## config.mk

```make
export PLATFORM = sky130hd
export DESIGN_NAME = tilt_letter_entry
export DESIGN_NICKNAME = d
export VERILOG_FILES = /design/src/rtl/tilt_letter_entry.sv
export SDC_FILE = /design/constraint.sdc
export NUM_CORES = 1
export LEC_CHECK = 0
export CORE_ASPECT_RATIO = 0.7
export CORE_MARGIN = 2
export CORE_UTILIZATION = 40
export CTS_CLUSTER_DIAMETER = 120
export CTS_CLUSTER_SIZE = 12
export DETAILED_ROUTE_END_ITERATION = 6
export GPL_ROUTABILITY_DRIVEN = 0
export HOLD_SLACK_MARGIN = 0.15
export PLACE_DENSITY = 0.66
export SLEW_MARGIN = 25
export SYNTH_ARGS = -nofsm -noshare
export SYNTH_HDL_FRONTEND = slang
export SYNTH_SLANG_ARGS = --single-unit
```

## constraint.sdc

```tcl
create_clock -name clk -period 2.5 [get_ports clk]
set_input_delay 0.5 -clock clk [delete_from_list [all_inputs] [get_ports clk]]
set_output_delay 0.5 -clock clk [all_outputs]
set_load 0.05 [all_outputs]
```

## src/rtl/tilt_letter_entry.sv

```systemverilog
// Tilt-and-button letter entry: turns held accelerometer tilts and two debounced
// buttons into three editable ASCII slots, a cursor and a word-complete flag.
module tilt_letter_entry #(
    parameter int HOLD_CYCLES = 25_000_000
) (
    input  logic       clk,
    input  logic       rst_n,
    input  logic [2:0] tilt_x,
    input  logic [2:0] tilt_y,
    input  logic       confirm,
    input  logic       clear,
    output logic [7:0] letter_sel_one,
    output logic [7:0] letter_sel_two,
    output logic [7:0] letter_sel_three,
    output logic [1:0] letter_index,
    output logic       word_done
);

    localparam int CW = $clog2(HOLD_CYCLES + 1);
    localparam logic [CW-1:0] CNT_ZERO = {CW{1'b0}};
    localparam logic [CW-1:0] CNT_ONE  = CW'(1);
    localparam logic [CW-1:0] CNT_MAX  = CW'(HOLD_CYCLES);
    localparam logic [CW-1:0] CNT_LAST = CW'(HOLD_CYCLES - 1);
    localparam logic [7:0] LETTER_A = 8'h41;
    localparam logic [7:0] LETTER_Z = 8'h5A;

    typedef enum logic [2:0] {
        DIR_NONE  = 3'd0,
        DIR_FWD   = 3'd1,
        DIR_BACK  = 3'd2,
        DIR_LEFT  = 3'd3,
        DIR_RIGHT = 3'd4
    } dir_e;

    typedef enum logic [1:0] {
        ST_IDLE = 2'd0,
        ST_HOLD = 2'd1,
        ST_WAIT = 2'd2
    } state_e;

    state_e          state_q, state_d;
    dir_e            dir_q, dir_d, dir_s;
    logic [CW-1:0]   cnt_q, cnt_d;
    logic            fire_s;
    logic            conf_q, conf_prev_q, clr_q, clr_prev_q;
    logic            conf_rise_s, clr_rise_s;
    logic [7:0]      slot0_q, slot1_q, slot2_q;
    logic [7:0]      slot0_d, slot1_d, slot2_d;
    logic [7:0]      cur_slot_s, stepped_s;
    logic [1:0]      idx_q, idx_d;
    logic            done_q, done_d;

    function automatic logic [7:0] step_letter(input logic [7:0] c, input logic up);
        logic [7:0] r;
        if (up) begin
            r = (c == LETTER_Z) ? LETTER_A : c + 8'd1;
        end else begin
            r = (c == LETTER_A) ? LETTER_Z : c - 8'd1;
        end
        return r;
    endfunction

    assign conf_rise_s = conf_q & ~conf_prev_q;
    assign clr_rise_s  = clr_q & ~clr_prev_q;

    // Direction decode: Y axis wins over X axis.
    always_comb begin
        dir_s = DIR_NONE;
        if (tilt_y <= 3'd1) begin
            dir_s = DIR_BACK;
        end else if (tilt_y >= 3'd6) begin
            dir_s = DIR_FWD;
        end else if (tilt_x <= 3'd1) begin
            dir_s = DIR_LEFT;
        end else if (tilt_x >= 3'd6) begin
            dir_s = DIR_RIGHT;
        end else begin
            dir_s = DIR_NONE;
        end
    end

    // Hold FSM next state; fire_s marks the edge on which the count reaches HOLD_CYCLES.
    always_comb begin
        state_d = state_q;
        dir_d   = dir_q;
        cnt_d   = cnt_q;
        fire_s  = 1'b0;
        case (state_q)
            ST_IDLE: begin
                if (dir_s != DIR_NONE) begin
                    dir_d   = dir_s;
                    cnt_d   = CNT_ONE;
                    state_d = ST_HOLD;
                end else begin
                    state_d = ST_IDLE;
                end
            end
            ST_HOLD: begin
                if (dir_s == DIR_NONE) begin
                    cnt_d   = CNT_ZERO;
                    state_d = ST_IDLE;
                end else if (dir_s == dir_q) begin
                    cnt_d = (cnt_q == CNT_MAX) ? cnt_q : cnt_q + CNT_ONE;
                    if (cnt_q >= CNT_LAST) begin
                        fire_s  = 1'b1;
                        state_d = ST_WAIT;
                    end else begin
                        state_d = ST_HOLD;
                    end
                end else begin
                    dir_d = dir_s;
                    cnt_d = CNT_ONE;
                end
            end
            ST_WAIT: begin
                if (dir_s == DIR_NONE) begin
                    cnt_d   = CNT_ZERO;
                    state_d = ST_IDLE;
                end else begin
                    state_d = ST_WAIT;
                end
            end
            default: begin
                cnt_d   = CNT_ZERO;
                dir_d   = DIR_NONE;
                state_d = ST_IDLE;
            end
        endcase
        if (clr_rise_s) begin
            cnt_d   = CNT_ZERO;
            dir_d   = DIR_NONE;
            state_d = ST_IDLE;
        end else begin
            cnt_d = cnt_d;
        end
    end

    // Letter currently under the cursor and its stepped value.
    always_comb begin
        case (idx_q)
            2'd1:    cur_slot_s = slot1_q;
            2'd2:    cur_slot_s = slot2_q;
            default: cur_slot_s = slot0_q;
        endcase
        stepped_s = step_letter(cur_slot_s, dir_q == DIR_FWD);
    end

    // Slot/cursor/done update with priority clear > confirm > tilt action.
    always_comb begin
        slot0_d = slot0_q;
        slot1_d = slot1_q;
        slot2_d = slot2_q;
        idx_d   = idx_q;
        done_d  = done_q;
        if (clr_rise_s) begin
            slot0_d = LETTER_A;
            slot1_d = LETTER_A;
            slot2_d = LETTER_A;
            idx_d   = 2'd0;
            done_d  = 1'b0;
        end else if (conf_rise_s) begin
            if (!done_q) begin
                if (idx_q == 2'd2) begin
                    done_d = 1'b1;
                end else begin
                    idx_d = idx_q + 2'd1;
                end
            end else begin
                done_d = done_q;
            end
        end else if (fire_s && !done_q) begin
            case (dir_q)
                DIR_FWD, DIR_BACK: begin
                    case (idx_q)
                        2'd0:    slot0_d = stepped_s;
                        2'd1:    slot1_d = stepped_s;
                        2'd2:    slot2_d = stepped_s;
                        default: slot0_d = slot0_q;
                    endcase
                end
                DIR_RIGHT: begin
                    if (idx_q < 2'd2) begin
                        idx_d = idx_q + 2'd1;
                    end else begin
                        idx_d = 2'd2;
                    end
                end
                DIR_LEFT: begin
                    if (idx_q > 2'd0) begin
                        idx_d = idx_q - 2'd1;
                    end else begin
                        idx_d = 2'd0;
                    end
                end
                default: idx_d = idx_q;
            endcase
        end else begin
            done_d = done_q;
        end
    end

    // State registers; button edge detectors keep sampling through a clear so a held level acts once.
    always_ff @(posedge clk) begin
        if (!rst_n) begin
            state_q     <= ST_IDLE;
            dir_q       <= DIR_NONE;
            cnt_q       <= CNT_ZERO;
            conf_q      <= 1'b0;
            conf_prev_q <= 1'b0;
            clr_q       <= 1'b0;
            clr_prev_q  <= 1'b0;
            slot0_q     <= LETTER_A;
            slot1_q     <= LETTER_A;
            slot2_q     <= LETTER_A;
            idx_q       <= 2'd0;
            done_q      <= 1'b0;
        end else begin
            state_q     <= state_d;
            dir_q       <= dir_d;
            cnt_q       <= cnt_d;
            conf_q      <= confirm;
            conf_prev_q <= conf_q;
            clr_q       <= clear;
            clr_prev_q  <= clr_q;
            slot0_q     <= slot0_d;
            slot1_q     <= slot1_d;
            slot2_q     <= slot2_d;
            idx_q       <= idx_d;
            done_q      <= done_d;
        end
    end

    assign letter_sel_one   = slot0_q;
    assign letter_sel_two   = slot1_q;
    assign letter_sel_three = slot2_q;
    assign letter_index     = idx_q;
    assign word_done        = done_q;

endmodule

```

[Yosys cells after proc, flatten, opt, wreduce, memory -nomap -nowiden]
Cells that the tools add are included.
Storage, ports and cells
  flip-flop bits (word level): 61
  output and inout port bits: 27
  word-level logic and storage cells: 104
Operators by class
  $add $sub $neg: 5
  magnitude comparators: 7
  equal/unequal tests: 20
  mux-type cells: 37
  bitwise operators: 7
  reductions and logical operators: 16
Operator list (number)
  $mux W25: 5
  $pmux W25 S3: 1
  $add A25 B1 Y25 const B: 1
  $eq A25 B25 Y1 const B: 1
  $ge A25 B25 Y1 const B: 1
  $mux W8: 3
  $mux W3: 7
  $mux W2: 10
  $reduce_and A4 Y1: 5
  $eq A8 B7 Y1 const B: 2
  $pmux W8 S2: 1
  $ne A2 B2 Y1 const B: 6
  $pmux W3 S3: 1
  $add A8 B1 Y8 const B: 1
  $sub A8 B1 Y8 const B: 1
  $mux W1: 7
  $eq A3 B2 Y1 const B: 2
  $ge A3 B3 Y1 const B: 2
  $le A3 B1 Y1 const B: 2
  $pmux W2 S3: 1
  $reduce_bool A3 Y1: 2
  $not A1 Y1: 5
  $eq A2 B1 Y1 const B: 2
  $eq A2 B2 Y1 const B: 2
  18 further kinds: 21

[Longest topological paths before layout]
  depth in word-level cells: 12
  depth in mapped cells: 13

[Least setup slack after synthesis]
No wires, ideal clock.
  path kind: reg2reg
  start: reg idx_q[0] (netlist: letter_index[0])
  end: reg slot0_q[5] (netlist: letter_sel_one[5])
  setup time: 134 ps
  arrival time: 2922 ps
  slack: -556 ps
  cell stages (with the launch flop): 13
  cells stage by stage: dfxtp_1 > inv_1 > ha_1 > buf_1 > nor2_1 > a21oi_1 > ha_1 > nand3_1 > or3_1 > clkbuf_1 > o211ai_1 > a21boi_0 > a211oi_1
On the way
  longest elaborated chain between the ends: 5
  elaborated cells between the ends (all ways): 12
  those cells by class: 2 x add/sub; 4 x eq/ne; 4 x mux; 2 x reduce/logical
RTL lines
  from (decl): RTL line 50  | logic [1:0] idx_q, idx_d;
  from (signal assigned): RTL line 228  | idx_q <= idx_d;
  $eq A2 B2 Y1 / $eq A2 B1 Y1 (equally long branches): RTL line 140  | case (idx_q)
  $pmux W8 S2: RTL line 140
  $sub A8 B1 Y8 (tied with other cells): RTL line 58  | r = (c == LETTER_A) ? LETTER_Z : c - 8'd1;
  $mux W8, on equally long branches: RTL line 58, 56
  $mux W8: RTL line 55  | if (up) begin
  to (signal assigned): RTL line 225  | slot0_q <= slot0_d;
  to (decl): RTL line 47  | logic [7:0] slot0_q, slot1_q, slot2_q;
Parallel ways exist; a longest one is shown, timed or not.
A chain may end at the register's enable or synchronous reset.

[Worst setup path in the final report]
  start: reg idx_q[1] (netlist: letter_index[1])
  end: reg slot0_q[2] (netlist: letter_sel_one[2])
Same word-level chain as after synthesis.

==> results list <==
- The tree is rooted in a clkbuf_16.
- Post-layout power: 2850 uW
* Effective utilization at floorplan: 40.9%
- Area enclosed by the die boundary: 10000 sq um
- Number of detailed-route iterations in the first pass: 5
- The worst setup path is captured at a flop.
- Area growth syn-to-layout: 39.5%
- Worst-case clock skew: 0.0104 ns
* Total gr overflow: 0
- The final critical path takes up 99.3% of the cycle.
* Number of DRC violations after detailed-routing iteration 0: 400
- The number of pins exceeding their max-slew limit in the final report was 0.
- Setup slack after placement: -0.462 ns
- Post-route DRC: 0
* Worst reg-to-reg setup slack: approximately 0.018 ns
- Dpl hpwl: 7700 microns
* Final setup vio count: 0
* Detailed-route via count: 3869
- The floorplan step set the die width to 119 microns.
* Area of combinational cells with multiple inputs: roughly 2400 sq um
* Startpoint of the lowest-slack register-to-register path: letter_index[1]
* MaxCap Viol Count: 0
- Critical path data arrival time: 2.71 ns
- Flip-flop and latch area: 1230 sq um
- Number of global-route vias before repair: roughly 3600
* Wire length of the first global-routing pass: 17900 microns
- Final-stage net count: 585
* Post-synth design cell area: 3700 sq um
* Number of warnings printed during yosys synthesis: 0
* Shortest clock period the worst path allows after layout: 2.48 ns
* Number of distinct standard cells referenced by the synthesized netlist: 58
- Worst-case reg-to-reg path depth: 14
- Setup repair after global routing missed its margin: true
- Category of the most critical setup path: flop to flop
- Maximum vdd drop: 306 uV
- Reg2Reg Capture Point: letter_sel_one[2]
- Fmax: 403 MHz
- Sorting the synthesized cells by how often they occur yields dfxtp_1 (61), nor2_1 (54), nand2_1 (37), nand3_1 (29), a21oi_1 (26).
- The H-tree was split into 3 levels.
- Pin placement for this block handled 37 I/O pins.
- The hold violation total from the final report came to 0.
- Sequential cells were found to cover 33.0% of the synthesized design area.
- Clock latency on the worst-skew pair: roughly 0.34 ns
- Data on the critical path is required at its endpoint by between 2 and 3 ns.
- Cell type with the highest aggregate area in the netlist: dfxtp_1
* Worst Path Max Fanout: 11
- Antenna Cells: 0
- Worst hold path type: flop to flop
- Global routing used 22.4% of the available tracks.
- Port buffering added 34 buffers.
- Worst slew slack as a fraction of its limit: 65.2%
* Number of antenna violations at the first check in global routing: 0
- Main area contributors after synthesis: dfxtp_1 (33%), nor2_1 (5.5%), ha_1 (4.1%)
* Clock buffer depth: 2
- The number of nets in the synthesized netlist is 491.
- For this run, the leading register cell type out of synthesis is dfxtp_1.
- Number of enable flip-flop cells after synthesis: 0
* Transition at the pin with the smallest max-transition slack: approximately 0.52 ns
* Final-layout fill cell count: 763
* Total wirelength of the detailed-routed design: ~11000 microns
* Hold_buf cts: 0
* Hold path cells: 1
- The worst hold path terminates at clr_prev_q.
* Areal power density over the cells: 551 nW/um^2
- The largest single stage delay on the critical path is ~0.37 ns.
- dfxtp_1 is the most common cell in the netlist.
* TritonCTS clock tree: yes
* Final cell area excluding filler cells: ~5200 sq um
- The floorplan has 29 rows.
- Remaining antenna violation count after routing: 0
- The signal on the critical path passes through inv_1 -> ha_4 -> buf_12 -> nor2_1 -> a21o_1 -> inv_1 -> ha_1 -> nand4_1 -> buf_4 -> o21ai_0 -> a211oi_1 -> buf_4 -> mux2i_1 -> nor2_1.
- DR vias/cell: about 5.6
* Die H: about 84 microns
- Averaged over all synthesized cells, the footprint is 7.89 sq um.
- Clock sink count: 61
* Post-detailed-route wirelength per cell: about 16 microns
- For this design the static power due to leakage is 0.00203 uW.
- Startpoint type of the worst setup path: flop
- FFs w/ async S/R, synth: 0%
- Clock slew at reported path FFs: 0.06 ns
- Share of final-layout standard cells stronger than drive strength 1: 20.6%
- Setup slack on the critical path of the routed design comes to 0.0178 ns.
- Flops & latches, synth: 61
- Run status: completed
- The slowest stage of the critical path belongs to the cell dfxtp_4.
- Clock tree synthesis inserted a total of 9 buffers.
* Top cell type's share of synthesized area: 33.0%
- After technology mapping, the gate count stands at 469.
- Area of the core: 9030 sq um
* Worst Hold Launch: clr_q
- Pin count of the biggest net entering global routing: 23
- Placed cell area: 4680 sq um
==> routing by layer <==
metal	part of all wire, %	vias to the layer above	track usage, %
li1	-	1896	-
met1	51	1836	33.6
met2	40	128	31.0
met3	7.0	9	5.71
met4	1.2	0	6.93
met5	0	-	0
==> repair_timing <==
action	CTS	global route
setup endpoints to repair	37	24
resized for setup	15	13
pin swaps	3	1
buffers inserted	2	1
gates cloned	1	1
==> layout by cell type, fill, tap and decap left out, types with 4 or more instances in the layout <==
master	count
nor4_1	7
nand2b_1	4
and3_1	11
ha_1	9
a31oi_1	7
inv_1	12
o21bai_1	4
nand4_1	11
dlygate4sd2_1	4
buf_4	66
or4_1	5
nor2_1	53
clkbuf_16	10
o211ai_1	8
a21oi_1	24
nand2_1	37
clkdlybuf4s50_1	30
a21o_1	9
o31ai_1	4
and4_1	5
nand3_1	29
xor2_1	10
or3_1	4
dfxtp_1	59
a22oi_1	8
mux2i_1	15
o21ai_1	6
and2_1	6
xnor2_1	11
nor3_1	13
buf_12	6
o21ai_0	19
==> per-stage QoR <==
step / util (%) / setup TNS, ns / hold slack, ns / cells
2_1_floorplan: - / 0 / 0.430 / 469
3_3_place_gp: 51.8 / -14.73 / 0.437 / 671
3_5_place_dp: 51.8 / -16.00 / 0.456 / 671
4_1_cts: 55.9 / 0 / 0.464 / 690
5_1_grt: 57.1 / -1.44 / 0.500 / 692
6_report: 57.1 / 0 / 0.463 / 692
==> area by class of cell <==
| cell class | count | share of cell area [%] |
|---|---|---|
| clock buffers | 12 | 4.78 |
| clock inverters | 4 | 0.921 |
| inverters | 14 | 1.02 |
| repair buffers | 111 | 20.2 |
| multi-input cells | 366 | 46.3 |
| well taps | 124 | 3.01 |
| flip-flops and latches | 61 | 23.8 |
==> registers in the layout (all words and copies together), names as in the netlist <==
name / cells
clr_prev_q: 1
clr_q: 1
cnt_q: 25
conf_prev_q: 1
conf_q: 1
dir_q: 3
letter_index: 2
letter_sel_one: 8
letter_sel_three: 8
letter_sel_two: 8
state_q: 2
word_done: 1
==> power by group <==
group / total [uW] / switching, uW / internal, uW
Combinational: 588 / 315 / 274
Sequential: 1000 / 17.7 / 984
Clock: 1260 / 460 / 795
==> worst max path at each step <==
| stage | start | end | slack [ns] | cells past startpoint |
|---|---|---|---|---|
| 2_1_floorplan | letter_index[0] | letter_sel_three[0] | 0.01 | 12 |
| 5_1_grt | letter_index[1] | letter_sel_three[2] | -0.12 | 14 |
| 3_3_place_gp | tilt_x[1] | cnt_q[0] | -0.43 | 9 |
| 4_1_cts | letter_index[0] | letter_sel_two[7] | 0.03 | 13 |
| 3_5_place_dp | tilt_x[1] | cnt_q[0] | -0.46 | 9 |
| 6_report | letter_index[1] | letter_sel_one[2] | 0.02 | 14 |
==> critical path: cells and delay by family (launching register included) <==
kind                     cells  cell delay, ns
AO/OA/AOI/OAI                3            0.42
adder cells (fa/ha/maj)      2            0.49
buffers and inverters        5            0.69
flip-flops                   1            0.37
multiplexers                 1            0.12
AND/OR/NAND/NOR              3            0.26
==> cells by family (layout without fill, tap and decap cells) <==
logic type,Yosys count,count (layout),synth area share [%]
flops,61,61,33.0
mux,16,16,4.36
buf+inv,42,141,5.01
fa+ha+maj,13,13,4.33
compound gates,117,117,20.5
simple gates,198,198,27.5
xor+xnor,22,22,5.21
(Power assumes the default switching activity.)
